**src/rtl/ball_kinematics_if.sv**
```systemverilog
// Control and status bundle between one ball_kinematics instance and its neighbours
// (collision logic, key decoder, bitmap drawer).
interface ball_kinematics_if;
   logic               startOfFrame;
   logic               newGame;
   logic               chargeUp;
   logic               chargeDown;
   logic               chargeLeft;
   logic               chargeRight;
   logic               releaseBall;
   logic               collision_with_ball;
   logic signed [10:0] Xspeed_in;
   logic signed [10:0] Yspeed_in;
   logic               collision_with_wall;
   logic        [1:0]  collided_wall;
   logic               pocket_hit;
   logic signed [10:0] topLeftX;
   logic signed [10:0] topLeftY;
   logic signed [10:0] XspeedOUT;
   logic signed [10:0] YspeedOUT;
   logic signed [10:0] shotX;
   logic signed [10:0] shotY;
   logic        [1:0]  state;
   logic               potted;

   modport master (
      output startOfFrame, newGame, chargeUp, chargeDown, chargeLeft, chargeRight,
             releaseBall, collision_with_ball, Xspeed_in, Yspeed_in, collision_with_wall,
             collided_wall, pocket_hit,
      input  topLeftX, topLeftY, XspeedOUT, YspeedOUT, shotX, shotY, state, potted
   );

   modport slave (
      input  startOfFrame, newGame, chargeUp, chargeDown, chargeLeft, chargeRight,
             releaseBall, collision_with_ball, Xspeed_in, Yspeed_in, collision_with_wall,
             collided_wall, pocket_hit,
      output topLeftX, topLeftY, XspeedOUT, YspeedOUT, shotX, shotY, state, potted
   );
endinterface

```
**src/rtl/ball_kinematics.sv**
```systemverilog
// Per-ball motion engine: fixed-point integration with friction, cushion damping,
// cue-shot charging and a pocket/respawn life cycle.
module ball_kinematics #(
   parameter int BALL_ID         = 0,
   parameter int INITIAL_X       = 400,
   parameter int INITIAL_Y       = 220,
   parameter int PARK_X          = 600,
   parameter int PARK_Y          = 460,
   parameter int FRAC_BITS       = 6,
   parameter int FRICTION_SHIFT  = 6,
   parameter int WALL_DAMP_SHIFT = 3,
   parameter int MIN_SPEED       = 2,
   parameter int MAX_SHOT        = 512,
   parameter int SPEED_STEP      = 64,
   parameter int RESPAWN_FRAMES  = 60
) (
   input logic               clk,
   input logic               resetN,
   ball_kinematics_if.slave  ball_if
);

   localparam int W = 11 + FRAC_BITS;
   localparam bit IsCue = (BALL_ID == 0);

   localparam logic signed [W-1:0] InitXFx = W'(INITIAL_X << FRAC_BITS);
   localparam logic signed [W-1:0] InitYFx = W'(INITIAL_Y << FRAC_BITS);
   localparam logic signed [W-1:0] ParkXFx = W'(PARK_X << FRAC_BITS);
   localparam logic signed [W-1:0] ParkYFx = W'(PARK_Y << FRAC_BITS);
   localparam logic        [W-1:0] MinThr  = W'(MIN_SPEED << FRAC_BITS);
   localparam logic signed [12:0]  StepW   = 13'(SPEED_STEP);
   localparam logic signed [12:0]  MaxW    = 13'(MAX_SHOT);
   localparam logic        [7:0]   LastCnt = 8'(RESPAWN_FRAMES - 1);

   typedef enum logic [1:0] {
      StIdle     = 2'd0,
      StRolling  = 2'd1,
      StPocketed = 2'd2,
      StRespawn  = 2'd3
   } state_e;

   state_e               state_q, state_d;
   logic signed [W-1:0]  pos_x_q, pos_x_d, pos_y_q, pos_y_d;
   logic signed [W-1:0]  spd_x_q, spd_x_d, spd_y_q, spd_y_d;
   logic signed [10:0]   shot_x_q, shot_x_d, shot_y_q, shot_y_d;
   logic        [7:0]    cnt_q, cnt_d;
   logic                 potted_q, potted_d;

   // Zeroes the axis once it is slow enough or friction would flip its direction.
   function automatic logic signed [W-1:0] friction(input logic signed [W-1:0] spd);
      logic signed [W-1:0] n;
      logic        [W-1:0] mag;
      logic signed [W-1:0] res;
      n   = spd - (spd >>> FRICTION_SHIFT);
      mag = n[W-1] ? W'(-n) : W'(n);
      res = ((mag <= MinThr) || (n[W-1] != spd[W-1])) ? '0 : n;
      return res;
   endfunction

   function automatic logic signed [W-1:0] rebound(input logic signed [W-1:0] spd);
      logic signed [W-1:0] res;
      res = -(spd - (spd >>> WALL_DAMP_SHIFT));
      return res;
   endfunction

   function automatic logic signed [10:0] charge(input logic signed [10:0] shot,
                                                 input logic inc, input logic dec);
      logic signed [12:0] sum;
      sum = {{2{shot[10]}}, shot};
      if (inc && !dec) sum = sum + StepW;
      else if (dec && !inc) sum = sum - StepW;
      if (sum > MaxW) sum = MaxW;
      else if (sum < -MaxW) sum = -MaxW;
      return sum[10:0];
   endfunction

   always_ff @(posedge clk or negedge resetN) begin
      if (!resetN) begin
         state_q  <= StIdle;
         pos_x_q  <= InitXFx;
         pos_y_q  <= InitYFx;
         spd_x_q  <= '0;
         spd_y_q  <= '0;
         shot_x_q <= '0;
         shot_y_q <= '0;
         cnt_q    <= '0;
         potted_q <= 1'b0;
      end else begin
         state_q  <= state_d;
         pos_x_q  <= pos_x_d;
         pos_y_q  <= pos_y_d;
         spd_x_q  <= spd_x_d;
         spd_y_q  <= spd_y_d;
         shot_x_q <= shot_x_d;
         shot_y_q <= shot_y_d;
         cnt_q    <= cnt_d;
         potted_q <= potted_d;
      end
   end

   always_comb begin
      state_d  = state_q;
      pos_x_d  = pos_x_q;
      pos_y_d  = pos_y_q;
      spd_x_d  = spd_x_q;
      spd_y_d  = spd_y_q;
      shot_x_d = shot_x_q;
      shot_y_d = shot_y_q;
      cnt_d    = cnt_q;
      potted_d = 1'b0;
      if (ball_if.newGame) begin
         state_d  = StIdle;
         pos_x_d  = InitXFx;
         pos_y_d  = InitYFx;
         spd_x_d  = '0;
         spd_y_d  = '0;
         shot_x_d = '0;
         shot_y_d = '0;
         cnt_d    = '0;
      end else begin
         unique case (state_q)
            StIdle, StRolling: begin
               if (ball_if.pocket_hit) begin
                  state_d  = StPocketed;
                  pos_x_d  = ParkXFx;
                  pos_y_d  = ParkYFx;
                  spd_x_d  = '0;
                  spd_y_d  = '0;
                  shot_x_d = '0;
                  shot_y_d = '0;
                  potted_d = 1'b1;
               end else begin
                  // Integration always uses the pre-cycle speed.
                  if (state_q == StRolling && ball_if.startOfFrame) begin
                     pos_x_d = pos_x_q + (spd_x_q >>> FRAC_BITS);
                     pos_y_d = pos_y_q + (spd_y_q >>> FRAC_BITS);
                     spd_x_d = friction(spd_x_q);
                     spd_y_d = friction(spd_y_q);
                  end
                  if (ball_if.collision_with_ball) begin
                     spd_x_d = {ball_if.Xspeed_in, {FRAC_BITS{1'b0}}};
                     spd_y_d = {ball_if.Yspeed_in, {FRAC_BITS{1'b0}}};
                     state_d = (ball_if.Xspeed_in != '0 || ball_if.Yspeed_in != '0) ?
                               StRolling : StIdle;
                  end else if (state_q == StRolling) begin
                     if (ball_if.collision_with_wall && ball_if.collided_wall[0] &&
                         spd_x_q != '0) spd_x_d = rebound(spd_x_q);
                     if (ball_if.collision_with_wall && ball_if.collided_wall[1] &&
                         spd_y_q != '0) spd_y_d = rebound(spd_y_q);
                     if (ball_if.startOfFrame && spd_x_d == '0 && spd_y_d == '0)
                        state_d = StIdle;
                  end else if (IsCue) begin
                     if (ball_if.releaseBall) begin
                        spd_x_d  = {shot_x_q, {FRAC_BITS{1'b0}}};
                        spd_y_d  = {shot_y_q, {FRAC_BITS{1'b0}}};
                        shot_x_d = '0;
                        shot_y_d = '0;
                        state_d  = (shot_x_q != '0 || shot_y_q != '0) ? StRolling : StIdle;
                     end else begin
                        shot_x_d = charge(shot_x_q, ball_if.chargeLeft, ball_if.chargeRight);
                        shot_y_d = charge(shot_y_q, ball_if.chargeUp, ball_if.chargeDown);
                     end
                  end
               end
            end
            StPocketed: begin
               if (IsCue) state_d = StRespawn;
            end
            StRespawn: begin
               if (ball_if.startOfFrame) begin
                  if (cnt_q == LastCnt) begin
                     cnt_d   = '0;
                     pos_x_d = InitXFx;
                     pos_y_d = InitYFx;
                     state_d = StIdle;
                  end else begin
                     cnt_d = cnt_q + 8'd1;
                  end
               end
            end
         endcase
      end
   end

   assign ball_if.topLeftX  = pos_x_q[W-1:FRAC_BITS];
   assign ball_if.topLeftY  = pos_y_q[W-1:FRAC_BITS];
   assign ball_if.XspeedOUT = spd_x_q[W-1:FRAC_BITS];
   assign ball_if.YspeedOUT = spd_y_q[W-1:FRAC_BITS];
   assign ball_if.shotX     = shot_x_q;
   assign ball_if.shotY     = shot_y_q;
   assign ball_if.state     = state_q;
   assign ball_if.potted    = potted_q;

endmodule

```
**src/flat_wrapper.sv**
```systemverilog
// flat-port wrapper written by rule: the top's interface ports become plain ports
module ball_kinematics_flat 
#(
   parameter int BALL_ID         = 0,
   parameter int INITIAL_X       = 400,
   parameter int INITIAL_Y       = 220,
   parameter int PARK_X          = 600,
   parameter int PARK_Y          = 460,
   parameter int FRAC_BITS       = 6,
   parameter int FRICTION_SHIFT  = 6,
   parameter int WALL_DAMP_SHIFT = 3,
   parameter int MIN_SPEED       = 2,
   parameter int MAX_SHOT        = 512,
   parameter int SPEED_STEP      = 64,
   parameter int RESPAWN_FRAMES  = 60
)
  (clk, resetN, ball_if_startOfFrame, ball_if_newGame, ball_if_chargeUp, ball_if_chargeDown, ball_if_chargeLeft, ball_if_chargeRight, ball_if_releaseBall, ball_if_collision_with_ball, ball_if_Xspeed_in, ball_if_Yspeed_in, ball_if_collision_with_wall, ball_if_collided_wall, ball_if_pocket_hit, ball_if_topLeftX, ball_if_topLeftY, ball_if_XspeedOUT, ball_if_YspeedOUT, ball_if_shotX, ball_if_shotY, ball_if_state, ball_if_potted);
  ball_kinematics_if ball_if_i ();
  input logic clk;
  input logic resetN;
  input wire logic [$bits(ball_if_i.startOfFrame)-1:0] ball_if_startOfFrame;
  input wire logic [$bits(ball_if_i.newGame)-1:0] ball_if_newGame;
  input wire logic [$bits(ball_if_i.chargeUp)-1:0] ball_if_chargeUp;
  input wire logic [$bits(ball_if_i.chargeDown)-1:0] ball_if_chargeDown;
  input wire logic [$bits(ball_if_i.chargeLeft)-1:0] ball_if_chargeLeft;
  input wire logic [$bits(ball_if_i.chargeRight)-1:0] ball_if_chargeRight;
  input wire logic [$bits(ball_if_i.releaseBall)-1:0] ball_if_releaseBall;
  input wire logic [$bits(ball_if_i.collision_with_ball)-1:0] ball_if_collision_with_ball;
  input wire logic [$bits(ball_if_i.Xspeed_in)-1:0] ball_if_Xspeed_in;
  input wire logic [$bits(ball_if_i.Yspeed_in)-1:0] ball_if_Yspeed_in;
  input wire logic [$bits(ball_if_i.collision_with_wall)-1:0] ball_if_collision_with_wall;
  input wire logic [$bits(ball_if_i.collided_wall)-1:0] ball_if_collided_wall;
  input wire logic [$bits(ball_if_i.pocket_hit)-1:0] ball_if_pocket_hit;
  output wire logic [$bits(ball_if_i.topLeftX)-1:0] ball_if_topLeftX;
  output wire logic [$bits(ball_if_i.topLeftY)-1:0] ball_if_topLeftY;
  output wire logic [$bits(ball_if_i.XspeedOUT)-1:0] ball_if_XspeedOUT;
  output wire logic [$bits(ball_if_i.YspeedOUT)-1:0] ball_if_YspeedOUT;
  output wire logic [$bits(ball_if_i.shotX)-1:0] ball_if_shotX;
  output wire logic [$bits(ball_if_i.shotY)-1:0] ball_if_shotY;
  output wire logic [$bits(ball_if_i.state)-1:0] ball_if_state;
  output wire logic [$bits(ball_if_i.potted)-1:0] ball_if_potted;
  assign ball_if_i.startOfFrame = ball_if_startOfFrame;
  assign ball_if_i.newGame = ball_if_newGame;
  assign ball_if_i.chargeUp = ball_if_chargeUp;
  assign ball_if_i.chargeDown = ball_if_chargeDown;
  assign ball_if_i.chargeLeft = ball_if_chargeLeft;
  assign ball_if_i.chargeRight = ball_if_chargeRight;
  assign ball_if_i.releaseBall = ball_if_releaseBall;
  assign ball_if_i.collision_with_ball = ball_if_collision_with_ball;
  assign ball_if_i.Xspeed_in = ball_if_Xspeed_in;
  assign ball_if_i.Yspeed_in = ball_if_Yspeed_in;
  assign ball_if_i.collision_with_wall = ball_if_collision_with_wall;
  assign ball_if_i.collided_wall = ball_if_collided_wall;
  assign ball_if_i.pocket_hit = ball_if_pocket_hit;
  assign ball_if_topLeftX = ball_if_i.topLeftX;
  assign ball_if_topLeftY = ball_if_i.topLeftY;
  assign ball_if_XspeedOUT = ball_if_i.XspeedOUT;
  assign ball_if_YspeedOUT = ball_if_i.YspeedOUT;
  assign ball_if_shotX = ball_if_i.shotX;
  assign ball_if_shotY = ball_if_i.shotY;
  assign ball_if_state = ball_if_i.state;
  assign ball_if_potted = ball_if_i.potted;
  ball_kinematics #(.BALL_ID(BALL_ID), .INITIAL_X(INITIAL_X), .INITIAL_Y(INITIAL_Y), .PARK_X(PARK_X), .PARK_Y(PARK_Y), .FRAC_BITS(FRAC_BITS), .FRICTION_SHIFT(FRICTION_SHIFT), .WALL_DAMP_SHIFT(WALL_DAMP_SHIFT), .MIN_SPEED(MIN_SPEED), .MAX_SHOT(MAX_SHOT), .SPEED_STEP(SPEED_STEP), .RESPAWN_FRAMES(RESPAWN_FRAMES)) u_core (.clk(clk), .resetN(resetN), .ball_if(ball_if_i));
endmodule
```
**config.mk**
```make
export PLATFORM = sky130hd
export DESIGN_NAME = ball_kinematics_flat
export DESIGN_NICKNAME = d
export VERILOG_FILES = /design/src/rtl/ball_kinematics_if.sv /design/src/rtl/ball_kinematics.sv /design/src/flat_wrapper.sv
export SDC_FILE = /design/constraint.sdc
export NUM_CORES = 1
export LEC_CHECK = 0
export CAP_MARGIN = 20
export CORE_MARGIN = 1.5
export CORE_UTILIZATION = 53
export CTS_CLUSTER_SIZE = 25
export DETAILED_ROUTE_END_ITERATION = 10
export DONT_BUFFER_PORTS = 1
export PLACE_DENSITY = 0.71
export SYNTH_ARGS = -nofsm -noshare
export SYNTH_HDL_FRONTEND = slang
export SYNTH_SLANG_ARGS = --single-unit
```
**constraint.sdc**
```tcl
create_clock -name clk -period 5.53 [get_ports clk]
set_clock_uncertainty 0.1 [all_clocks]
set_input_delay 1.3825 -clock clk [delete_from_list [all_inputs] [get_ports clk]]
set_output_delay 1.3825 -clock clk [all_outputs]
set_load 0.01 [all_outputs]
```
Word-level counts from Yosys, hierarchy flattened
Cells that the tools add are included.
{ "op_classes": {"n_mux": 92, "order_cmp": 6, "n_reduce_logical": 37, "eq_ne": 13, "n_addsub": 15} }
{ "op_table": {"columns": ["operator", "count"], "rows": [
  ["17-bit two-way mux", 40],
  ["13-bit two-way mux", 16],
  ["11-bit two-way mux", 16],
  ["17-bit negation", 4],
  ["17-bit case mux with 2 select lines", 2],
  ["11-bit nonzero test", 4],
  ["17-bit by 11-bit adder with 17-bit output", 2],
  ["17-bit by 8-bit less-or-equal comparator with 1-bit output (second input constant)", 2],
  ["17-bit zero test", 2],
  ["17-bit nonzero test", 2],
  ["17-bit by 11-bit subtractor with 17-bit output", 2],
  ["17-bit by 14-bit subtractor with 17-bit output", 2],
  ["8-bit two-way mux", 4],
  ["13-bit by 11-bit greater-than comparator with 1-bit output (second input constant)", 2],
  ["13-bit by 10-bit < comparator with 1-bit output (second input constant)", 2],
  ["11-bit by 8-bit adder with 12-bit output (second input constant)", 2],
  ["11-bit by 8-bit subtractor with 12-bit output (second input constant)", 2],
  ["2-bit two-way mux", 8],
  ["1-bit logical AND", 11],
  ["8-bit by 1-bit adder with 8-bit output (second input constant)", 1],
  ["8-bit by 6-bit == test with 1-bit output (second input constant)", 1],
  ["4-bit AND reduction", 2],
  ["3-bit by 2-bit inequality test with 1-bit output (second input constant)", 2],
  ["3-bit inequality test (second input constant)", 2],
  ["other kinds (16)", 30]
]} }
{ "word_totals": {"word_cells": 172, "ff_bits": 101} }

Longest topological paths before layout
Gate-level depths: netlist (run 1).
{ "logic_depth": {"depth_word": 22, "depth_mapped": 19, "mapped_depth_nobuf": 18} }

Worst setup path before layout (run 1)
OpenSTA, ideal clock, no wires.
{ "synth_path": {"path_type": "input -> register", "startpoint": "input ball_if_Xspeed_in[3]", "endpoint": "register u_core.state_q[0] (netlist: u_core.ball_if.state[0])", "slack_ns": 0.786, "arrival_time_ns": 4.511, "t_required_ns": 5.297, "setup_ns": 0.133, "path_buffers": 0, "cell_stages": 13, "cell_sequence": "or4_1 or4_1 o22ai_1 o21ai_0 a311oi_1 nand4_1 a2111oi_0 o2111ai_1 or4_1 a2111oi_1 o2111ai_1 nor4_1 a31oi_1"} }
{ "synth_between": {"elab_chain_cells": 7} }
{ "synth_lines": {"columns": ["element", "line_no", "rtl"], "rows": [
  ["from (decl)", "flat_wrapper.sv:29", "input wire logic [$bits(ball_if_i.Xspeed_in)-1:0] ball_if_Xspeed_in;"],
  ["11-bit nonzero test", "ball_kinematics.sv:142", "state_d = (ball_if.Xspeed_in != '0 || ball_if.Yspeed_in != '0) ?"],
  ["1-bit logical OR", "ball_kinematics.sv:142", null],
  ["1-bit two-way mux", "ball_kinematics.sv:142", null],
  ["2-bit two-way mux", "ball_kinematics.sv:139", "if (ball_if.collision_with_ball) begin"],
  ["2-bit two-way mux", "ball_kinematics.sv:122", "if (ball_if.pocket_hit) begin"],
  ["2-bit case mux with 3 select lines", "ball_kinematics.sv:120", "unique case (state_q)"],
  ["2-bit two-way mux", "ball_kinematics.sv:110", "if (ball_if.newGame) begin"],
  ["to (signal assigned)", "ball_kinematics.sv:78", "state_q <= StIdle;"],
  ["to (signal assigned)", "ball_kinematics.sv:88", "state_q <= state_d;"],
  ["to (decl)", "ball_kinematics.sv:41", "state_e state_q, state_d;"]
]} }
No other way between the ends.
A chain may end at the register's enable or synchronous reset.

Final worst setup path (run 1)
{ "layout_path": {"startpoint": "register u_core.spd_y_q[0]", "endpoint": "register u_core.state_q[0] (netlist: u_core.ball_if.state[0])"} }
{ "layout_between": {"elab_chain_cells": 17, "elab_cells_between_ends": 22, "cone_classes": "add/sub (4); order compare (1); eq/ne (2); mux (9); reduce/logical (6)"} }
{ "layout_lines": {"columns": ["element", "line_no", "rtl"], "rows": [
  ["from (decl)", "ball_kinematics.sv:43", "logic signed [W-1:0] spd_x_q, spd_x_d, spd_y_q, spd_y_d;"],
  ["from (signal assigned)", "ball_kinematics.sv:92", "spd_y_q <= spd_y_d;"],
  ["17-bit by 11-bit subtractor with 17-bit output", "ball_kinematics.sv:53", "n = spd - (spd >>> FRICTION_SHIFT);"],
  ["17-bit negation", "ball_kinematics.sv:54", "mag = n[W-1] ? W'(-n) : W'(n);"],
  ["17-bit two-way mux", "ball_kinematics.sv:54", null],
  ["17-bit by 8-bit less-or-equal comparator with 1-bit output", "ball_kinematics.sv:55", "res = ((mag <= MinThr) || (n[W-1] != spd[W-1])) ? '0 : n;"],
  ["1-bit logical OR", "ball_kinematics.sv:55", null],
  ["17-bit two-way mux", "ball_kinematics.sv:55", null],
  ["17-bit two-way mux", "ball_kinematics.sv:133", "if (state_q == StRolling && ball_if.startOfFrame) begin"],
  ["17-bit two-way mux *", "ball_kinematics.sv:147", "if (ball_if.collision_with_wall && ball_if.collided_wall[1] &&"],
  ["17-bit two-way mux *", "ball_kinematics.sv:144", "end else if (state_q == StRolling) begin"],
  ["17-bit two-way mux *", "ball_kinematics.sv:139", null],
  ["17-bit two-way mux *", "ball_kinematics.sv:122", null],
  ["17-bit two-way mux *", "ball_kinematics.sv:120", null],
  ["17-bit two-way mux *", "ball_kinematics.sv:110", null],
  ["17-bit zero test *", "ball_kinematics.sv:149", "if (ball_if.startOfFrame && spd_x_d == '0 && spd_y_d == '0)"],
  ["1-bit logical AND *", "ball_kinematics.sv:149", null],
  ["6-bit inequality test (no source line) *", null, null],
  ["4-bit AND reduction (no source line) *", null, null]
]} }
Mark *: on every way between the ends. The rest lies on a longest branch, timed or not. The select of a mux whose other input is x is not followed.

==> metrics, run 1 <==
status finished, final reports clean; placed inst area 11600 µm²; Worst Hold End u_core.pos_y_q[2]; Reg-to-Reg End u_core.ball_if.state[0]; CP peak stage delay 0.62 ns; NumNets Final 1581; pwr dens 225 nW/µm²; H-Tree Level Count 3; share of the synthesized area in the top cell type 17.7%; total CTS buffers 9; multi-input gate area in the final layout 8280 µm²; Async SR Flop Fraction 100%; P&R area growth vs syn 3.99%; Post-CTS Hold Buffers 0; worst path required time 5.66 ns; PortBufs 0; leakage power 0.00501 µW; largest net degree at the start of global routing 90; routed length per instance 21.5 µm; die area 22500 µm²; worst hold stages 2; Tmin final 5.25 ns; CTS tree yes; net switching power 1130 µW; compound-cell area share of the yosys netlist 32.7%; CTS clock-pin slew for the worst setup and hold paths 0.07 ns; Post-DRT Antenna Nets 0; Antenna Cells 0; Tot GR Track Use 32.6%; Mapped Cells 1475; DRT Wirelength 36900 µm; Hold Path Origin u_core.pos_y_q[2]; total power 2670 µW; count leader, synth o21ai_0; drt pass-1 iters 6; Mapped Area 11400 µm²; Simple-Gate Fraction of Synth Area 18.9%; Synth Warn # 0; crit-path cells inv_1, ha_1, inv_1, fa_1, a21oi_1, o22ai_1, o32a_1, a21oi_2, nand4_1, or4_4, nor4_4, o32ai_2, o31a_1, buf_4, a211oi_1, o22ai_1, nor4_1, a31oi_1; launch point of the worst reg-to-reg path u_core.spd_y_q[0]; CTS max path bufs 2; Synth Area in XOR/XNOR 6.51%; DP HPWL 28000 µm; vias per cell 6.72; Hold Slack 0.398 ns; FF/Latch Area 2240 µm²; Final Slew Violations 0; vias in the first global route 10700; final hold vios 0; final instance area 11900 µm²; clock sinks 89; DRC Markers 0; Hold/Removal Path Class flip-flop to flip-flop; Worst Path Buf+Inv 3; part of the power in registers 26.8%; CP Class flip-flop to flip-flop; largest family of logic cells by synthesized area compound AO/OA/AOI/OAI gates; Setup violations, final 0; r2r setup slk 0.28 ns; Sw Share 42.5%; Worst Tran Pin Value 1.09 ns; GP Congestion 0.986; delay-heaviest family, CP compound AO/OA/AOI/OAI gates; Worst R2R Path Depth 18; Initial Util 54.2%; Core ar. 21100 µm²; combinational power share 47.6%; row cnt 53; Post-synth top cells 114 x o21ai_0, 112 x a21oi_1, 109 x nand2_1, 105 x ha_1, 105 x nor2_1; ys flop type dfrtp_1; final non-filler cell total 1714; clock network fraction of total power 25.6%; peak supply drop 169 µV; Pint 1540 µW; top post-synthesis cells by area dfrtp_1 18%, ha_1 11%, o21ai_0 5.0%; first-pass GRT wire length 57500 µm; Die Height 150 µm; Max-Cap Viols 0; largest fanout on the critical path 9; final period utilization 94.9%; grt total ovfl 0; Post-Syn Area per Cell 7.75 µm²; setup tns final 0 ns; fill cell count 2015; cell taking the most area after synthesis dfrtp_1; Synth cell types 100; Critical Path End Type flip-flop; starting DRC count in detailed routing 1331; placed cells 1696; layout cell share with drive strength beyond 1 8.96%; initial antenna violation count 1; post-synthesis adder-cell area fraction 12.5%; cell at the slowest stage of the critical path or4_4; f_max 191 MHz; Seq cells post-synth 89; register area share after synthesis 19.6%; relative slew slack 27.5%; multiplexer share of the synthesized area 1.08%; chip width 150 µm; RSZ-0062 raised after global routing no; CTS Root Cell clkbuf_16; Worst EP arrival 5.38 ns; I/O pin count 105; total number of vias 11500; CP Launch Type flip-flop; EDFF count, synth 0; worst skew pair latency 0.36 ns
## through the flow
step / setup WS, ns / util, %
3_3_place_gp: 0.469 / 54.8
2_1_floorplan: 0.786 / -
3_5_place_dp: 0.309 / 54.8
4_1_cts: 0.278 / 56.3
5_1_grt: 0.0944 / 56.4
6_report: 0.282 / 56.4
## what timing repair did
action	CTS	global route
endpoints found under the setup margin	0	1
resized for setup	0	1
buffers inserted	0	2
## final cells by class
cell class | instances | area share, %
clock buffer | 9 | 1.89
clock inverter | 7 | 0.768
inverter | 79 | 2.49
multi-input combinational | 1199 | 69.6
sequential | 89 | 18.8
tap | 275 | 2.89
timing repair buffer | 56 | 3.53
## flip-flops by register name (all words and copies together), names as in the netlist
name	cells
u_core.pos_x_q	17
u_core.pos_y_q	17
u_core.spd_x_q	17
u_core.spd_y_q	17
u_core.cnt_q	8
u_core.ball_if.shotX	5
u_core.ball_if.shotY	5
u_core.ball_if.state	2
u_core.ball_if.potted	1
## tightest hold or removal path, stage by stage (launching register included)
cell	delay (ns)
dfrtp_1	0.35
nand2_1	0.05
o21ai_0	0.07
## logic make-up (layout without fill, tap and decap cells)
kind of cell | after synthesis | in the layout
and+or+nand+nor | 435 | 435
AOI/OAI and AO/OA | 544 | 544
other | 1 | 12
muxes | 12 | 12
buffers and inverters | 198 | 151
DFF | 89 | 89
xor gates and xnor gates | 85 | 85
adders and majority gates | 111 | 111
## power groups by stage
| stage | Combinational (µW) | Clock, µW | Sequential, µW |
|---|---|---|---|
| floorplan | 981 | 0 | 718 |
| finish | 1270 | 683 | 716 |
| global route | 1380 | 709 | 719 |
| detailed placement | 1230 | 0 | 728 |
| global placement | 1210 | 0 | 727 |
| CTS | 1240 | 688 | 716 |
## worst max path at each step
stage                         start  cells after the start                      end
2_1_floorplan  ball_if_Xspeed_in[3]                     13  u_core.ball_if.state[0]
3_3_place_gp   ball_if_Xspeed_in[3]                     13  u_core.ball_if.state[0]
3_5_place_dp      u_core.spd_y_q[0]                     18  u_core.ball_if.state[0]
4_1_cts           u_core.spd_y_q[0]                     18  u_core.ball_if.state[0]
5_1_grt           u_core.spd_y_q[0]                     18  u_core.ball_if.state[0]
6_report          u_core.spd_y_q[0]                     18  u_core.ball_if.state[0]
## layout by cell type (no fill, tap or decap), types with 11 or more instances in the layout
cell,instances
a2111oi_0,11
a211oi_1,17
a21o_1,21
a21oi_1,112
a22o_1,16
a22oi_1,15
a31oi_1,21
buf_4,56
conb_1,12
dfrtp_1,81
ha_1,105
inv_1,78
nand2_1,109
nand2b_1,26
nand3_1,38
nand4_1,17
nor2_1,105
nor2b_1,15
nor3_1,46
nor4_1,11
o211ai_1,13
o21a_1,19
o21ai_0,114
o21bai_1,22
o22ai_1,30
o31ai_1,12
or3_1,11
xnor2_1,59
xor2_1,26
## metal layers
layer / wire, µm / global-route usage, %
met5: 18 / 0
met4: 1450 / 12.6
met3: 3540 / 8.14
met2: 16500 / 51.1
met1: 15500 / 42.9
No activity file was read; power rests on OpenSTA's default activity.
==> run 2, diff against run 1 <==
- CORE_MARGIN: 1.5 -> 3
- CTS_CLUSTER_DIAMETER: not set -> 30
==> run 2 against run 1 <==
Net effect: worst setup slack got worse by 0.075 ns; register-to-register slack lost 0.08 ns; sequential cell count unchanged; sequential power about the same; critical path type unchanged; largest cell class unchanged.
==> metrics, run 2 (synthesis results as in run 1) <==
status finished, final reports clean; Die Height 153 µm (+2.0%); PortBufs 0 (unchanged); CTS clock-pin slew for the worst setup and hold paths 0.07 ns (about the same); crit-path cells inv_1, ha_1, inv_1, fa_1, a21oi_1, o22ai_1, o32a_1, a21oi_2, nand4_1, or4_4, nor4_4, o32ai_2, o31a_1, buf_4, a211oi_1, o22ai_1, nor4_1, buf_4, a31oi_1; Worst R2R Path Depth 19 (+1); total CTS buffers 9 (unchanged); worst skew pair latency 0.36 ns (about the same); r2r setup slk 0.21 ns (-0.08 ns); Final Slew Violations 0 (unchanged); Reg-to-Reg End u_core.ball_if.state[0]; f_max 188 MHz (-1.4%); final hold vios 0 (unchanged); clock sinks 89 (unchanged); DRC Markers 0 (unchanged); GP Congestion 1.01 (+2.5%); total number of vias 11500 (+0.18%); die area 23400 µm² (+4.0%); setup tns final 0 ns (unchanged); Hold Slack 0.389 ns (-0.00902 ns); cell at the slowest stage of the critical path or4_4; Post-CTS Setup Inserts 0 (unchanged); NumNets Final 1585 (+0.25%); peak supply drop 172 µV (+2.1%); multi-input gate area in the final layout 8280 µm² (about the same); most frequent cells in the layout 114 x o21ai_0, 112 x a21oi_1, 109 x nand2_1; grt total ovfl 0 (unchanged); starting DRC count in detailed routing 1133 (-15%); initial antenna violation count 0 (-1); DP HPWL 28300 µm (+0.76%); Worst Tran Pin Value 0.876 ns (-0.210 ns); CP peak stage delay 0.66 ns (+0.04 ns); Initial Util 54.2% (unchanged); largest fanout on the critical path 9 (unchanged); FF/Latch Area 2240 µm² (unchanged); Post-CTS Hold Buffers 0 (unchanged); I/O pin count 105 (unchanged); Max-Cap Viols 0 (unchanged); busiest layer in global routing met2; H-Tree Level Count 3 (unchanged); CTS max path bufs 2 (unchanged); vias per cell 6.71 (about the same); Critical Path End Type flip-flop; pwr dens 223 nW/µm² (-0.63%); Antenna Cells 0 (unchanged); drt pass-1 iters 5 (-1); worst path required time 5.66 ns (about the same); worst hold stages 2 (unchanged); leakage power 0.00502 µW (+0.22%); vias in the first global route 11000 (+2.0%); first-pass GRT wire length 59200 µm (+2.9%); Worst EP arrival 5.45 ns (+0.07 ns); CP Class flip-flop to flip-flop; DRT Wirelength 37000 µm (+0.34%); Core ar. 21100 µm² (unchanged); final period utilization 96.3% (+1.4 points); Post-DRT Antenna Nets 0 (unchanged); routed length per instance 21.6 µm (+0.10%); Hold Path Origin u_core.pos_y_q[5]; GR Util met3 7.59% (-0.55 points); CP Launch Type flip-flop; Setup violations, final 0 (unchanged); launch point of the worst reg-to-reg path u_core.spd_y_q[0]; GR Util met2 48.5% (-2.6 points); Tot GR Track Use 30.9% (-1.7 points); relative slew slack 41.4% (+14 points); Hold/Removal Path Class flip-flop to flip-flop; CTS tree yes; Worst Hold End u_core.pos_y_q[5]; post_cts resized 0 (unchanged); chip width 153 µm (+2.0%); Tmin final 5.32 ns (+0.0751 ns); commonest non-fill, non-tap cell in the layout o21ai_0; P&R area growth vs syn 4.09% (about the same); largest net degree at the start of global routing 90 (unchanged); CTS Root Cell clkbuf_16; fill cell count 2020 (+0.25%); row cnt 53 (unchanged); RSZ-0062 raised after global routing no; layout cell share with drive strength beyond 1 9.15% (+0.18 points); met1 Use GR 41.0% (-1.9 points)
[run 2: cell count changes in the layout (fill, tap and decap cells not counted)]
cell        previous run  this run
inv_8                  4         0
clkbuf_1               0         1
a2111oi_0             11        12
clkinv_2               0         1
inv_6                  1         4
clkinvlp_4             1         0
a2111oi_1              2         1
buf_4                 56        60
[run 2: area by class of cell]
class                   count  area share, %
well taps                 275           2.89
repair buffers             60           3.78
inverters                  79           2.49
clock buffers              10           1.92
clock inverters             6          0.589
flip-flops and latches     89           18.8
multi-input cells        1199           69.5
[run 2: how the worst max path moves through the flow]
| stage | to | slack, ns | cells after the start | start |
|---|---|---|---|---|
| global placement | u_core.ball_if.state[0] | 0.51 | 19 | u_core.spd_y_q[0] |
| detailed placement | u_core.ball_if.state[0] | 0.29 | 13 | ball_if_Xspeed_in[3] |
| global route | u_core.ball_if.state[0] | 0.05 | 17 | u_core.spd_y_q[0] |
| floorplan | u_core.ball_if.state[0] | 0.79 | 13 | ball_if_Xspeed_in[3] |
| CTS | u_core.ball_if.state[0] | 0.33 | 19 | u_core.spd_y_q[0] |
| finish | u_core.ball_if.state[0] | 0.21 | 19 | u_core.spd_y_q[0] |
[run 2: metal layers]
layer	up-vias	routed length, µm
met5	-	0
met3	126	3810
met1	5412	15200
li1	5387	-
met2	608	16300
met4	0	1710
[run 2: worst max-delay path: cells and delay by family (launching register included)]
family | cells | cell delay [ns]
AND/OR/NAND/NOR | 4 | 1.51
buffers and inverters | 4 | 0.55
adder cells (fa/ha/maj) | 2 | 0.59
AO/OA/AOI/OAI | 9 | 2.02
flip-flops | 1 | 0.43
[run 2: report_power, final]
group	total, µW	switching, µW	internal (µW)
Sequential	717	38.6	678
Combinational	1280	783	497
Clock	660	303	357
[run 2: per-stage QoR]
step | total power, µW | cell area (µm²) | instances | setup slack [ns] | util, %
after floorplan | 1700 | 11500 | 1486 | 0.786 | -
after global placement | 1950 | 11600 | 1702 | 0.510 | 55.0
after detailed placement | 1970 | 11600 | 1702 | 0.292 | 55.0
after CTS | 2630 | 11900 | 1718 | 0.329 | 56.5
after global routing | 2810 | 11900 | 1718 | 0.0514 | 56.5
final | 2660 | 11900 | 1718 | 0.207 | 56.5
